File: config.mk
export PLATFORM = sky130hd
export DESIGN_NAME = dma_reg_prog
export DESIGN_NICKNAME = d
export VERILOG_FILES = /design/src/rtl/dma_reg_prog.sv
export SDC_FILE = /design/constraint.sdc
export NUM_CORES = 1
export LEC_CHECK = 0
export ABC_AREA = 1
export BUFFER_PORTS_ARGS = -buffer_cell sky130_fd_sc_hd__buf_2
export CAP_MARGIN = 30
export CORE_UTILIZATION = 54
export DETAILED_ROUTE_END_ITERATION = 8
export GPL_TIMING_DRIVEN = 0
export PLACE_DENSITY = 0.8
export REMOVE_ABC_BUFFERS = 1
export SLEW_MARGIN = 25
export SYNTH_ARGS = -nofsm -noshare
export SYNTH_HDL_FRONTEND = slang
export SYNTH_SLANG_ARGS = --single-unit
File: constraint.sdc
create_clock -name CLK -period 1.7 [get_ports CLK]
set_input_delay 0.17 -clock CLK [delete_from_list [all_inputs] [get_ports CLK]]
set_output_delay 0.17 -clock CLK [all_outputs]
set_load 0.02 [all_outputs]
File: src/rtl/dma_reg_prog.sv
// rtl/dma_reg_prog.sv - DMA controller CPU register file with byte-pointer access
module dma_reg_prog (
    input  logic        CLK,
    input  logic        RESET,
    input  logic        CS_N,
    input  logic        IOR_N,
    input  logic        IOW_N,
    input  logic [3:0]  A,
    input  logic [7:0]  DBIn,
    output logic [7:0]  DBOut,
    output logic        DBOe,
    input  logic        updEn,
    input  logic [1:0]  updChan,
    input  logic [15:0] updAddr,
    input  logic [15:0] updWord,
    input  logic        reloadEn,
    input  logic [1:0]  reloadChan,
    input  logic [3:0]  tc,
    input  logic [3:0]  dreq,
    input  logic        tempLoad,
    input  logic [7:0]  tempIn,
    output logic [15:0] currAddrReg [0:3],
    output logic [15:0] currWordReg [0:3],
    output logic [15:0] baseAddrReg [0:3],
    output logic [15:0] baseWordReg [0:3],
    output logic [5:0]  modeReg     [0:3],
    output logic [7:0]  commandReg,
    output logic [7:0]  requestReg,
    output logic [7:0]  maskReg,
    output logic [7:0]  tempReg,
    output logic [7:0]  statusReg
);

    logic        r_iow_n_q, r_rd_act_q, r_ff, r_dboe;
    logic [3:0]  r_rd_addr_q;
    logic [7:0]  r_dbout, r_cmd, r_req, r_mask, r_temp, r_status;
    logic [15:0] r_curr_addr [0:3];
    logic [15:0] r_curr_word [0:3];
    logic [15:0] r_base_addr [0:3];
    logic [15:0] r_base_word [0:3];
    logic [5:0]  r_mode      [0:3];

    logic        w_wr, w_rd, w_rd_end, w_mc, w_stat_clr, w_ff;
    logic [1:0]  w_ch;
    logic [7:0]  w_rd_data, w_cmd, w_req, w_mask, w_temp, w_status;
    logic [15:0] w_sel16;
    logic [15:0] w_curr_addr [0:3];
    logic [15:0] w_curr_word [0:3];
    logic [15:0] w_base_addr [0:3];
    logic [15:0] w_base_word [0:3];
    logic [5:0]  w_mode      [0:3];

    // Write commits only on the falling edge of IOW_N; all three strobes low is neither read nor write.
    assign w_wr       = !CS_N && !IOW_N && IOR_N && r_iow_n_q;
    assign w_rd       = !CS_N && !IOR_N && IOW_N;
    assign w_rd_end   = r_rd_act_q && IOR_N;
    assign w_ch       = A[2:1];
    assign w_mc       = w_wr && (A == 4'hD);
    assign w_stat_clr = w_mc || (w_rd_end && (r_rd_addr_q == 4'h8));
    assign w_status   = {dreq, ((w_stat_clr ? 4'h0 : r_status[3:0]) | tc)};

    always_comb begin
        w_curr_addr = r_curr_addr;
        w_curr_word = r_curr_word;
        w_base_addr = r_base_addr;
        w_base_word = r_base_word;
        for (int n = 0; n < 4; n++) begin
            if (updEn && (updChan == n[1:0])) begin
                w_curr_addr[n] = updAddr;
                w_curr_word[n] = updWord;
            end
            if (reloadEn && (reloadChan == n[1:0])) begin
                w_curr_addr[n] = r_base_addr[n];
                w_curr_word[n] = r_base_word[n];
            end
        end
        // CPU byte write is applied last so it overrides only the byte it touches.
        if (w_wr && !A[3]) begin
            if (!A[0]) begin
                if (r_ff) begin
                    w_base_addr[w_ch][15:8] = DBIn;
                    w_curr_addr[w_ch][15:8] = DBIn;
                end else begin
                    w_base_addr[w_ch][7:0] = DBIn;
                    w_curr_addr[w_ch][7:0] = DBIn;
                end
            end else begin
                if (r_ff) begin
                    w_base_word[w_ch][15:8] = DBIn;
                    w_curr_word[w_ch][15:8] = DBIn;
                end else begin
                    w_base_word[w_ch][7:0] = DBIn;
                    w_curr_word[w_ch][7:0] = DBIn;
                end
            end
        end
    end

    always_comb begin
        w_cmd  = r_cmd;
        w_req  = r_req;
        w_mask = r_mask;
        w_mode = r_mode;
        w_temp = tempLoad ? tempIn : r_temp;
        w_ff   = r_ff ^ (w_wr && !A[3]) ^ (w_rd_end && !r_rd_addr_q[3]);
        if (w_wr) begin
            case (A)
                4'h8: w_cmd = DBIn;
                4'h9: w_req[{1'b0, DBIn[1:0]}] = DBIn[2];
                4'hA: w_mask[{1'b0, DBIn[1:0]}] = DBIn[2];
                4'hB: w_mode[DBIn[1:0]] = DBIn[7:2];
                4'hC: w_ff = 1'b0;
                4'hE: w_mask = 8'h00;
                4'hF: w_mask = {4'h0, DBIn[3:0]};
                default: ;
            endcase
        end
        if (w_mc) begin
            w_cmd  = 8'h00;
            w_req  = 8'h00;
            w_temp = 8'h00;
            w_mask = 8'h0F;
            w_ff   = 1'b0;
        end
    end

    always_comb begin
        w_sel16   = A[0] ? r_curr_word[w_ch] : r_curr_addr[w_ch];
        w_rd_data = 8'h00;
        if (!A[3])
            w_rd_data = r_ff ? w_sel16[15:8] : w_sel16[7:0];
        else if (A == 4'h8)
            w_rd_data = r_status;
        else if (A == 4'hD)
            w_rd_data = r_temp;
    end

    always_ff @(posedge CLK) begin
        if (!RESET) begin
            for (int n = 0; n < 4; n++) begin
                r_curr_addr[n] <= 16'h0000;
                r_curr_word[n] <= 16'h0000;
                r_base_addr[n] <= 16'h0000;
                r_base_word[n] <= 16'h0000;
                r_mode[n]      <= 6'h00;
            end
            r_cmd       <= 8'h00;
            r_req       <= 8'h00;
            r_mask      <= 8'h0F;
            r_temp      <= 8'h00;
            r_status    <= 8'h00;
            r_ff        <= 1'b0;
            r_iow_n_q   <= 1'b0;
            r_rd_act_q  <= 1'b0;
            r_rd_addr_q <= 4'h0;
            r_dbout     <= 8'h00;
            r_dboe      <= 1'b0;
        end else begin
            r_curr_addr <= w_curr_addr;
            r_curr_word <= w_curr_word;
            r_base_addr <= w_base_addr;
            r_base_word <= w_base_word;
            r_mode      <= w_mode;
            r_cmd       <= w_cmd;
            r_req       <= w_req;
            r_mask      <= w_mask;
            r_temp      <= w_temp;
            r_status    <= w_status;
            r_ff        <= w_ff;
            r_iow_n_q   <= IOW_N;
            r_rd_act_q  <= w_rd;
            r_rd_addr_q <= A;
            r_dbout     <= w_rd ? w_rd_data : 8'h00;
            r_dboe      <= w_rd;
        end
    end

    assign currAddrReg = r_curr_addr;
    assign currWordReg = r_curr_word;
    assign baseAddrReg = r_base_addr;
    assign baseWordReg = r_base_word;
    assign modeReg     = r_mode;
    assign commandReg  = r_cmd;
    assign requestReg  = r_req;
    assign maskReg     = r_mask;
    assign tempReg     = r_temp;
    assign statusReg   = r_status;
    assign DBOut       = r_dbout;
    assign DBOe        = r_dboe;

endmodule

Word-level counts from Yosys, hierarchy flattened
Index checks and enable logic that the tools add are counted.
W data, S select, Z words.
{"block": "totals", "ff_bits": 335, "input_bits": 72, "out_inout_bits": 329, "wordCells": 154}
{"block": "classes", "magnitude_cmp": 6, "eq_ne": 15, "muxes": 58, "bitwise_logic": 7, "n_reduce_logical": 38}
{"op": "$bwmux W64", "count": 8}
{"op": "$mux W64", "count": 8}
{"op": "$mux W16", "count": 22}
{"op": "$bmux W16 S2", "count": 2}
{"op": "$demux W16 S2", "count": 2}
{"op": "$mux W8", "count": 5}
{"op": "$eq A4 B4 Y1 const B", "count": 9}
{"op": "$bwmux W24", "count": 1}
{"op": "$pmux W8 S3", "count": 1}
{"op": "$logic_and A1 B1 Y1", "count": 21}
{"op": "$bwmux W8", "count": 2}
{"op": "$reduce_and A2 Y1", "count": 7}
{"op": "$demux W6 S2", "count": 1}
{"op": "$eq A2 B2 Y1 const B", "count": 4}
{"op": "$ge A3 B3 Y1 const B", "count": 2}
{"op": "$lt A3 B1 Y1 const B", "count": 2}
{"op": "$mux W6", "count": 1}
{"op": "$not A2 Y3", "count": 2}
{"op": "$logic_not A1 Y1", "count": 5}
{"op": "$eq A2 B1 Y1 const B", "count": 2}
{"op": "$logic_not A2 Y1", "count": 2}
{"op": "$lt A2 B4 Y1 const B", "count": 1}
{"op": "$mux W4", "count": 1}
{"op": "$or A4 B4 Y4", "count": 1}
{"op": "other kinds (8)", "count": 12}

Logic depth before layout (Yosys ltp)
Gate-level depths: netlist (run 1).
{"block": "depth", "word_depth": 9, "ltp_mapped": 11, "ltp_nobuf": 9}

Least setup slack after synthesis (run 1)
OpenSTA, ideal clock, no wires.
{"block": "synth_path", "kind": "reg2reg", "start": "register r_ff", "end": "register r_base_addr, in the netlist baseAddrReg[32]", "setup_ns": 0.132, "t_arrival_ns": 1.358, "required_ns": 1.568, "slack_ns": 0.210, "stages_incl_launch_ff": 9, "path_buffers": 2, "period_less_slack_ns": 1.490, "path_cell_list": "dfxtp_1 -> inv_1 -> buf_2 -> nand2_1 -> nor2_2 -> inv_2 -> buf_2 -> nand2_1 -> a21oi_1"}
{"block": "synth_via", "elab_chain_cells": 1}
{"element": "from (decl)", "line_no": "34", "rtl": "logic r_iow_n_q, r_rd_act_q, r_ff, r_dboe;"}
{"element": "from (signal assigned)", "line_no": "169", "rtl": "r_ff <= w_ff;"}
{"element": "$mux W64", "line_no": "80", "rtl": "if (r_ff) begin"}
{"element": "to (signal assigned)", "line_no": "161", "rtl": "r_base_addr <= w_base_addr;"}
{"element": "to (decl)", "line_no": "39", "rtl": "logic [15:0] r_base_addr [0:3];"}
Every way passes these cells.
A chain may end at the register's enable or synchronous reset.

Worst setup path after layout (run 1)
{"block": "layout_path", "start": "register r_ff", "end": "register r_curr_word, in the netlist currWordReg[49]"}
{"block": "layout_via", "elab_chain_cells": 3}
{"element": "$mux W64", "line_no": "88", "rtl": "if (r_ff) begin"}
{"element": "$mux W64", "line_no": "79", "rtl": "if (!A[0]) begin"}
{"element": "$mux W64", "line_no": "78", "rtl": "if (w_wr && !A[3]) begin"}
{"element": "to (signal assigned)", "line_no": "160", "rtl": "r_curr_word <= w_curr_word;"}
{"element": "to (decl)", "line_no": "38", "rtl": "logic [15:0] r_curr_word [0:3];"}
Every way passes these cells.

==> run summary, run 1 <==
## Worst hold path
• input pin to register — class of the worst hold path

## GRT
• 41.4% — overall fraction of global-route tracks in use
• 0 — Overflow after GRT
• 130 — maximum number of pins on one net before global-route repair
• 0 — number of antenna violations at the first check in global routing
• 16500 — vias in the first global route
• 93100 um — wire length of the first global-routing pass

## Floorplanning
• 172 um — Die Span Y
• 28100 sq um — Core Area
• 61 — Row Count
• 29500 sq um — Total Die Area
• 401 — count of boundary I/O pins
• 172 um — width of the die
• 55.4% — initial standard-cell utilization of the core

## Pwr
• 42.5% — Clk network pwr share
• 949 nW/um^2 — areal power density over the cells
• 5.17 mW — total net switching power
• 0.000717 V — worst-case vdd ir drop
• 13.4 mW — Cell Int Power
• 43.5% — sequential fraction of design power
• 8.89 nW — leakage power summed over all cells
• 13.9% — proportion of power drawn by combinational gates
• 27.9% — switch share

## Synth
• 0 — total of warnings raised by yosys
• simple AND/OR/NAND/NOR gates — main combinational cell family by area after synthesis
• nand2_1, dfxtp_1, a21oi_1 — top cells by count, synth
• dfxtp_1 — cell taking the most area after synthesis
• 0% — adder-cell share of the synthesized area
• 0% — proportion of register bits with asynchronous set or reset after synthesis
• 6.63 sq um — average size of a mapped cell
• 2346 — cell count after synthesis
• 42.1% — register area share after synthesis
• dfxtp_1 — predominant post-synthesis flop cell
• 15600 sq um — mapped cell area
• 0.113% — xor-xnor portion of the synthesized cell area
• 42.1% — area share of the largest cell type after synthesis
• 31.5% — post-synthesis share of cell area spent on and, or, nand and nor gates
• 327 — register bit count reported by yosys
• 28 — post-synthesis cell type count
• nand2_1 — most common cell in the netlist
• 17.7% — share of the synthesized area in compound gates (AO/OA/AOI/OAI)
• 0% — post-synthesis mux area share
• dfxtp_1, nand2_1, a21oi_1, nor2_1, o21ai_0 — top cells by area in the synthesized netlist
• 0 — count of flip-flops with a built-in enable after synthesis

## Detailed routing
• 0 — number of routed nets with antenna violations
• 18500 — count of vias placed by the detailed router
• 0 — drc violations
• 6.03 — DR vias/cell
• 6 — drt first pass iters
• 20.7 um — wire length per cell after detailed routing
• 2360 — initial drt markers
• 63500 um — total wire length

## STA
• 0.782 ns — Slew @ Worst Pin
• 0 — number of max-slew violations in the final report
• 0 — total of endpoints with negative setup slack in the final report
• 47.9% — Slew Limit Headroom
• 0 — number of hold violations in the final report
• 97.5% — Tcrit/Tclk final
• 0 ns — Total Negative Setup Slacks
• 603 MHz — maximum clock frequency
• 1.66 ns — shortest period the worst path allows
• 0.0187 ns — Clock Skews

## Critical path
• clkinvlp_4 > nand2_1 > clkinv_2 > nand2_8 > inv_6 > nor2_1 > nor2_1 — chain of cells forming the critical path
• 16 — crit path max fanout
• register to register — CP Class
• dfxtp_4 — Critical-path top delay cell
• 2.11 ns — data required time at the worst endpoint
• 0.47 ns — CP peak stage delay
• register — startpoint types
• 2.07 ns — arrival time of data at the critical path endpoint
• nor2_1 — library cell appearing most often on the critical path
• register — critical path capture point type
• 0.04 ns — slack of the worst reg-to-reg path

## Clock tree
• 0.52 ns — clock latency on the worst-skew pair
• 0.06 ns — Reg clk slew, reported paths
• 327 — Sink Count
• 35 — total CTS buffers
• clkbuf_16 — Clk Tree Root Cell
• 2 — number of H-tree levels
• done — TritonCTS clock tree
• 3 — clk buf depth

## Job
• 0 — number of maximum-capacitance constraint violations

## Layout
• 25.7% — growth of design area from synthesis to finish
• 2739 — net count of the finished layout
• 69.6% — Final Core Density
• 21.0% — ratio of cells with drive above 1 in the final layout
• 0 — number of diodes added for antenna fixing
• 19600 sq um — final design area excluding fillers

## Placed design
• 17500 sq um — cell area reported after detailed placement
• 0.905 — GP Congestion
• 39400 um — Detail Placement HPWL
• 392 — count of buffers from port buffering

## Status
• completed — run status

==> path summary, 6_finish.rpt <==
check                    endpoint     startpoint  cells past startpoint
setup / recovery  currWordReg[49]           r_ff                      7
setup reg to reg  currWordReg[49]           r_ff                      7
hold / removal         tempReg[0]       tempLoad                      3
hold reg to reg     requestReg[3]  requestReg[3]                      2
==> placed cells by master (no fill, tap or decap), types with 14 or more instances in the layout <==
master	n
a21oi_1	296
dfxtp_1	325
a31oi_1	87
nand2_1	739
buf_4	19
buf_2	385
dlygate4sd3_1	26
o21ai_0	106
o211ai_1	15
nand3_1	103
nor2_1	188
nand4_1	84
nor2_4	18
clkbuf_16	37
buf_12	14
inv_1	123
==> critical path: cells and delay by family, from the launching register on <==
kind,cells,cell delay [ns]
and+or+nand+nor,4,0.53
DFF,1,0.47
buffers and inverters,3,0.53
==> flip-flops by register name (all words and copies together), names as in the netlist <==
signal,flops
statusReg,8
r_rd_addr_q,4
DBOe,1
tempReg,8
r_iow_n_q,1
currAddrReg,64
requestReg,4
r_ff,1
commandReg,8
baseWordReg,64
maskReg,4
DBOut,8
currWordReg,64
modeReg,24
baseAddrReg,64
==> power by group through the flow <==
| stage | registers (mW) | logic (mW) | clock network [mW] |
|---|---|---|---|
| after CTS | 8.07 | 2.47 | 7.88 |
| final | 8.08 | 2.58 | 7.89 |
| after global routing | 8.10 | 2.77 | 8.19 |
| after floorplan | 8.47 | 1.04 | 0 |
| after detailed placement | 8.24 | 2.37 | 0 |
| after global placement | 8.24 | 2.30 | 0 |
==> final cells by class <==
cell class	count	area, sq um
tap	378	473
sequential	327	6550
multi-input combinational	1702	8010
clock buffer	50	1000
timing repair inverter	1	7.51
timing repair buffer	452	2740
inverter	148	614
fill	2381	8540
clock inverter	11	158
==> metal layers <==
| layer | GRT usage [%] | vias to the layer above | share of wire (%) |
|---|---|---|---|
| met5 | 0 | - | 0 |
| met4 | 24.1 | 0 | 5.7 |
| met3 | 9.83 | 266 | 13 |
| met2 | 64.5 | 1369 | 45 |
| met1 | 52.2 | 8467 | 36 |
| li1 | - | 8392 | - |
==> repair_timing <==
item / 4_1_cts / 5_1_grt
pin swaps: 10 / 10
gates resized for setup: 46 / 41
cloned: 2 / 1
endpoints found under the hold margin: 18 / 1
setup buffers: 23 / 3
endpoints found under the setup margin: 317 / 278
hold buffers: 25 / 1
==> logic make-up (layout without fill, tap and decap cells) <==
group                     count (synthesis)  count (layout)
other                                     1               8
and+or+nand+nor                        1169            1171
buffers and inverters                   326             662
xor gates and xnor gates                  2               2
DFF                                     327             327
AOI/OAI and AO/OA                       521             521
==> through the flow <==
step / setup slack [ns] / power, mW / hold slack [ns] / cells
floorplan: -0.604 / 9.51 / 0.263 / 2175
global placement: -3.17 / 10.5 / 0.355 / 2945
detailed placement: -1.52 / 10.6 / 0.358 / 2953
CTS: -0.0815 / 18.4 / 0.00344 / 3064
global route: -0.0107 / 19.1 / 0.0417 / 3069
finish: 0.0424 / 18.6 / 0.0308 / 3069
(Power assumes the default switching activity.)
==> inputs of run 2 (changes only) <==
--- a/config.mk
+++ b/config.mk
@@ -5,13 +5,12 @@
 export SDC_FILE = /design/constraint.sdc
 export NUM_CORES = 1
 export LEC_CHECK = 0
-export ABC_AREA = 1
 export BUFFER_PORTS_ARGS = -buffer_cell sky130_fd_sc_hd__buf_2
 export CAP_MARGIN = 30
-export CORE_UTILIZATION = 54
+export CORE_UTILIZATION = 53
 export DETAILED_ROUTE_END_ITERATION = 8
 export GPL_TIMING_DRIVEN = 0
-export PLACE_DENSITY = 0.8
+export PLACE_DENSITY = 0.79
 export REMOVE_ABC_BUFFERS = 1
 export SLEW_MARGIN = 25
 export SYNTH_ARGS = -nofsm -noshare
==> run 2 against run 1 <==
Compared with the run above: the flow now finishes with violations (negative setup slack); clock skew fell by 0.0042 ns; register-to-register slack got worse by 0.20 ns; die area fell by 2.8%; setup slack got worse by 0.20 ns; area after synthesis fell by 4.7%; sequential power barely moved; highest routed layer is now met5.
==> run summary, run 2 <==
## GRT
• 108 — maximum number of pins on one net before global-route repair, -17%
• 43.4% — overall fraction of global-route tracks in use, +2.1 points
• 2 — number of antenna violations at the first check in global routing, +2
• 15500 — vias in the first global route, -6.2%
• 0 — Overflow after GRT, unchanged
• 94000 um — wire length of the first global-routing pass, +1.0%

## Synth
• 8.91% — post-synthesis mux area share, +8.9 points
• 8.59 sq um — average size of a mapped cell, +30%
• dfxtp_1 — predominant post-synthesis flop cell
• 1727 — cell count after synthesis, -26%
• 0 — total of warnings raised by yosys, unchanged
• 0% — proportion of register bits with asynchronous set or reset after synthesis, unchanged
• dfxtp_1 — cell taking the most area after synthesis
• 44.1% — register area share after synthesis, +2.1 points
• 0% — adder-cell share of the synthesized area, unchanged
• 14800 sq um — mapped cell area, -4.7%
• nand2_1, dfxtp_1, a21oi_1 — top cells by count, synth
• 0.0590% — xor-xnor portion of the synthesized cell area, -0.054 points
• nand2_1 — most common cell in the netlist
• 64 — post-synthesis cell type count, +130%
• compound AO/OA/AOI/OAI gates — main combinational cell family by area after synthesis
• 44.1% — area share of the largest cell type after synthesis, +2.1 points
• 327 — register bit count reported by yosys, unchanged
• 18.5% — post-synthesis share of cell area spent on and, or, nand and nor gates, -13 points
• 0 — count of flip-flops with a built-in enable after synthesis, unchanged
• 23.9% — share of the synthesized area in compound gates (AO/OA/AOI/OAI), +6.2 points
• dfxtp_1, nand2_1, a21oi_1, o2bb2ai_1, mux4_2 — top cells by area in the synthesized netlist

## Layout
• buf_2 — commonest non-fill, non-tap cell in the layout
• 8610 sq um — combined area of the multi-input logic cells, +7.6%
• 2178 — net count of the finished layout, -20%
• 6550 sq um — register cell area after layout, about the same
• 34.8% — growth of design area from synthesis to finish
• buf_2, nand2_1, dfxtp_1, a21oi_1 — most frequent cells in the layout
• 34.7% — ratio of cells with drive above 1 in the final layout, +14 points
• 2003 — Filler Cell Count, -16%

## Clock tree
• 2 — number of H-tree levels, unchanged
• 3 — clk buf depth, unchanged
• 36 — total CTS buffers, +2.9%
• clkbuf_16 — Clk Tree Root Cell
• 327 — Sink Count, unchanged
• done — TritonCTS clock tree
• 0.06 ns — Reg clk slew, reported paths, about the same
• 0.53 ns — clock latency on the worst-skew pair, about the same

## STA
• 0 — number of max-slew violations in the final report, unchanged
• 134 — total of endpoints with negative setup slack in the final report, +134
• 0.954 ns — Slew @ Worst Pin, +0.172 ns
• 0.0144 ns — Clock Skews, -0.00424 ns
• yes — unrepaired setup endpoints after global routing
• 538 MHz — maximum clock frequency, -11%
• -7.80 ns — Total Negative Setup Slacks, -7.80 ns
• 1.86 ns — shortest period the worst path allows, +0.201 ns
• 36.4% — Slew Limit Headroom, -11 points
• -0.159 ns — PnR worst setup slack, -0.201 ns
• 0 — number of hold violations in the final report, unchanged
• 109% — Tcrit/Tclk final, +12 points

## Worst hold path
• input pin to register — class of the worst hold path
• 2 — Hold Path Depth, -1

## Pwr
• 0.000773 V — worst-case vdd ir drop, +7.8%
• 938 nW/um^2 — areal power density over the cells, -1.2%
• 5.17 mW — total net switching power, about the same
• 14.1% — proportion of power drawn by combinational gates, +0.2 points
• 13.6 mW — Cell Int Power, +1.5%
• 8.46 nW — leakage power summed over all cells, -4.8%
• 42.6% — Clk network pwr share, about the same
• 27.6% — switch share, -0.30 points
• 43.3% — sequential fraction of design power, -0.2 points

## Critical path
• register to register — CP Class
• register — critical path capture point type
• 6 — number of cells on the worst reg-to-reg path, -1
• -0.16 ns — slack of the worst reg-to-reg path, -0.20 ns
• or4b_4 > buf_6 > nor3_4 > buf_6 > nand2_1 > o22ai_1 — chain of cells forming the critical path
• or4b_4 — Critical-path top delay cell
• register — startpoint types
• 2.29 ns — arrival time of data at the critical path endpoint, +0.22 ns
• 0.59 ns — CP peak stage delay, +0.12 ns
• 6 — crit path max fanout, -10
• 2.13 ns — data required time at the worst endpoint, +0.02 ns
• buf_6 — library cell appearing most often on the critical path

## Floorplanning
• 27200 sq um — Core Area, -3.2%
• 169 um — Die Span Y, -1.4%
• 169 um — width of the die, -1.4%
• 54.6% — initial standard-cell utilization of the core, -0.81 points
• 401 — count of boundary I/O pins, unchanged
• 28700 sq um — Total Die Area, -2.8%
• 60 — Row Count, -1.6%

## Status
• finished with violations — run status
• negative setup slack — violations in the final reports

## Detailed routing
• 65100 um — total wire length, +2.6%
• 0 — number of routed nets with antenna violations, unchanged
• 16600 — count of vias placed by the detailed router, -10%
• 0 — drc violations, unchanged
• 6.65 — DR vias/cell, +10%
• 26.0 um — wire length per cell after detailed routing, +26%
• 7 — drt first pass iters, +1
• 2284 — initial drt markers, -3.2%

## Placed design
• 41800 um — Detail Placement HPWL, +6.1%
• -1.23 ns — worst setup timing slack at the placement stage, +0.288 ns
• 0.911 — GP Congestion, +0.61%
• 392 — count of buffers from port buffering, unchanged

## Job
• 0 — number of maximum-capacitance constraint violations, unchanged

## run 2: worst paths after layout
path                   from              to
max reg2reg            r_ff  currWordReg[3]
max                    r_ff  currWordReg[3]
min                   IOW_N       r_iow_n_q
min reg2reg  baseAddrReg[8]  baseAddrReg[8]
## run 2: per-stage QoR
| stage | util [%] | area [sq um] | cells | total power, mW | hold WS (ns) |
|---|---|---|---|---|---|
| 2_1_floorplan | - | 14200 | 1579 | 9.48 | 0.292 |
| 3_3_place_gp | 61.2 | 16600 | 2343 | 10.5 | 0.376 |
| 3_5_place_dp | 62.5 | 17000 | 2364 | 10.6 | 0.386 |
| 4_1_cts | 71.8 | 19500 | 2490 | 18.6 | 0.0552 |
| 5_1_grt | 73.5 | 20000 | 2503 | 19.1 | 0.0762 |
| 6_report | 73.6 | 20000 | 2504 | 18.8 | 0.0592 |
## run 2: kinds of logic (layout without fill, tap and decap cells)
kind of cell              count (synthesis)  in the layout
AOI/OAI and AO/OA                       556            556
xor gates and xnor gates                  1              1
buffers and inverters                   157            552
DFF                                     327            327
muxes                                    92             92
other                                     1              9
and+or+nand+nor                         593            595
## run 2: area by class of cell
type | count | share of cell area [%]
clock inverter | 14 | 0.782
clock buffer | 49 | 5.21
sequential | 327 | 32.8
timing repair buffer | 487 | 15.7
antenna | 1 | 0.0125
multi-input combinational | 1252 | 43.1
tap | 372 | 2.33
inverter | 2 | 0.0751
## run 2: critical path, delay by kind of cell, from the launching register on
| kind | cells | cell delay, ns |
|---|---|---|
| buf+inv | 2 | 0.35 |
| simple gates | 3 | 0.84 |
| compound gates | 1 | 0.21 |
| flops | 1 | 0.37 |
## run 2: power by group through the flow
stage | logic [mW] | registers (mW) | clock network (mW)
finish | 2.65 | 8.11 | 8.00
global route | 2.73 | 8.12 | 8.27
CTS | 2.49 | 8.10 | 7.97
detailed placement | 2.32 | 8.26 | 0
global placement | 2.22 | 8.26 | 0
floorplan | 1.01 | 8.47 | 0
## run 2: per-layer routing
| metal | vias to the layer above | GRT usage, % | share of wire [%] |
|---|---|---|---|
| met5 | - | 0 | 0.034 |
| met4 | 4 | 28.6 | 7.5 |
| met3 | 327 | 9.70 | 13 |
| met2 | 1429 | 67.4 | 44 |
| met1 | 7903 | 54.4 | 35 |
| li1 | 6982 | - | - |
## run 2: what timing repair did
item	4_1_cts	5_1_grt
gates resized for setup	131	83
pin swaps	36	27
setup buffers	47	11
endpoints found under the setup margin	306	204
hold buffers	16	0
cloned	0	2
endpoints found under the hold margin	16	0
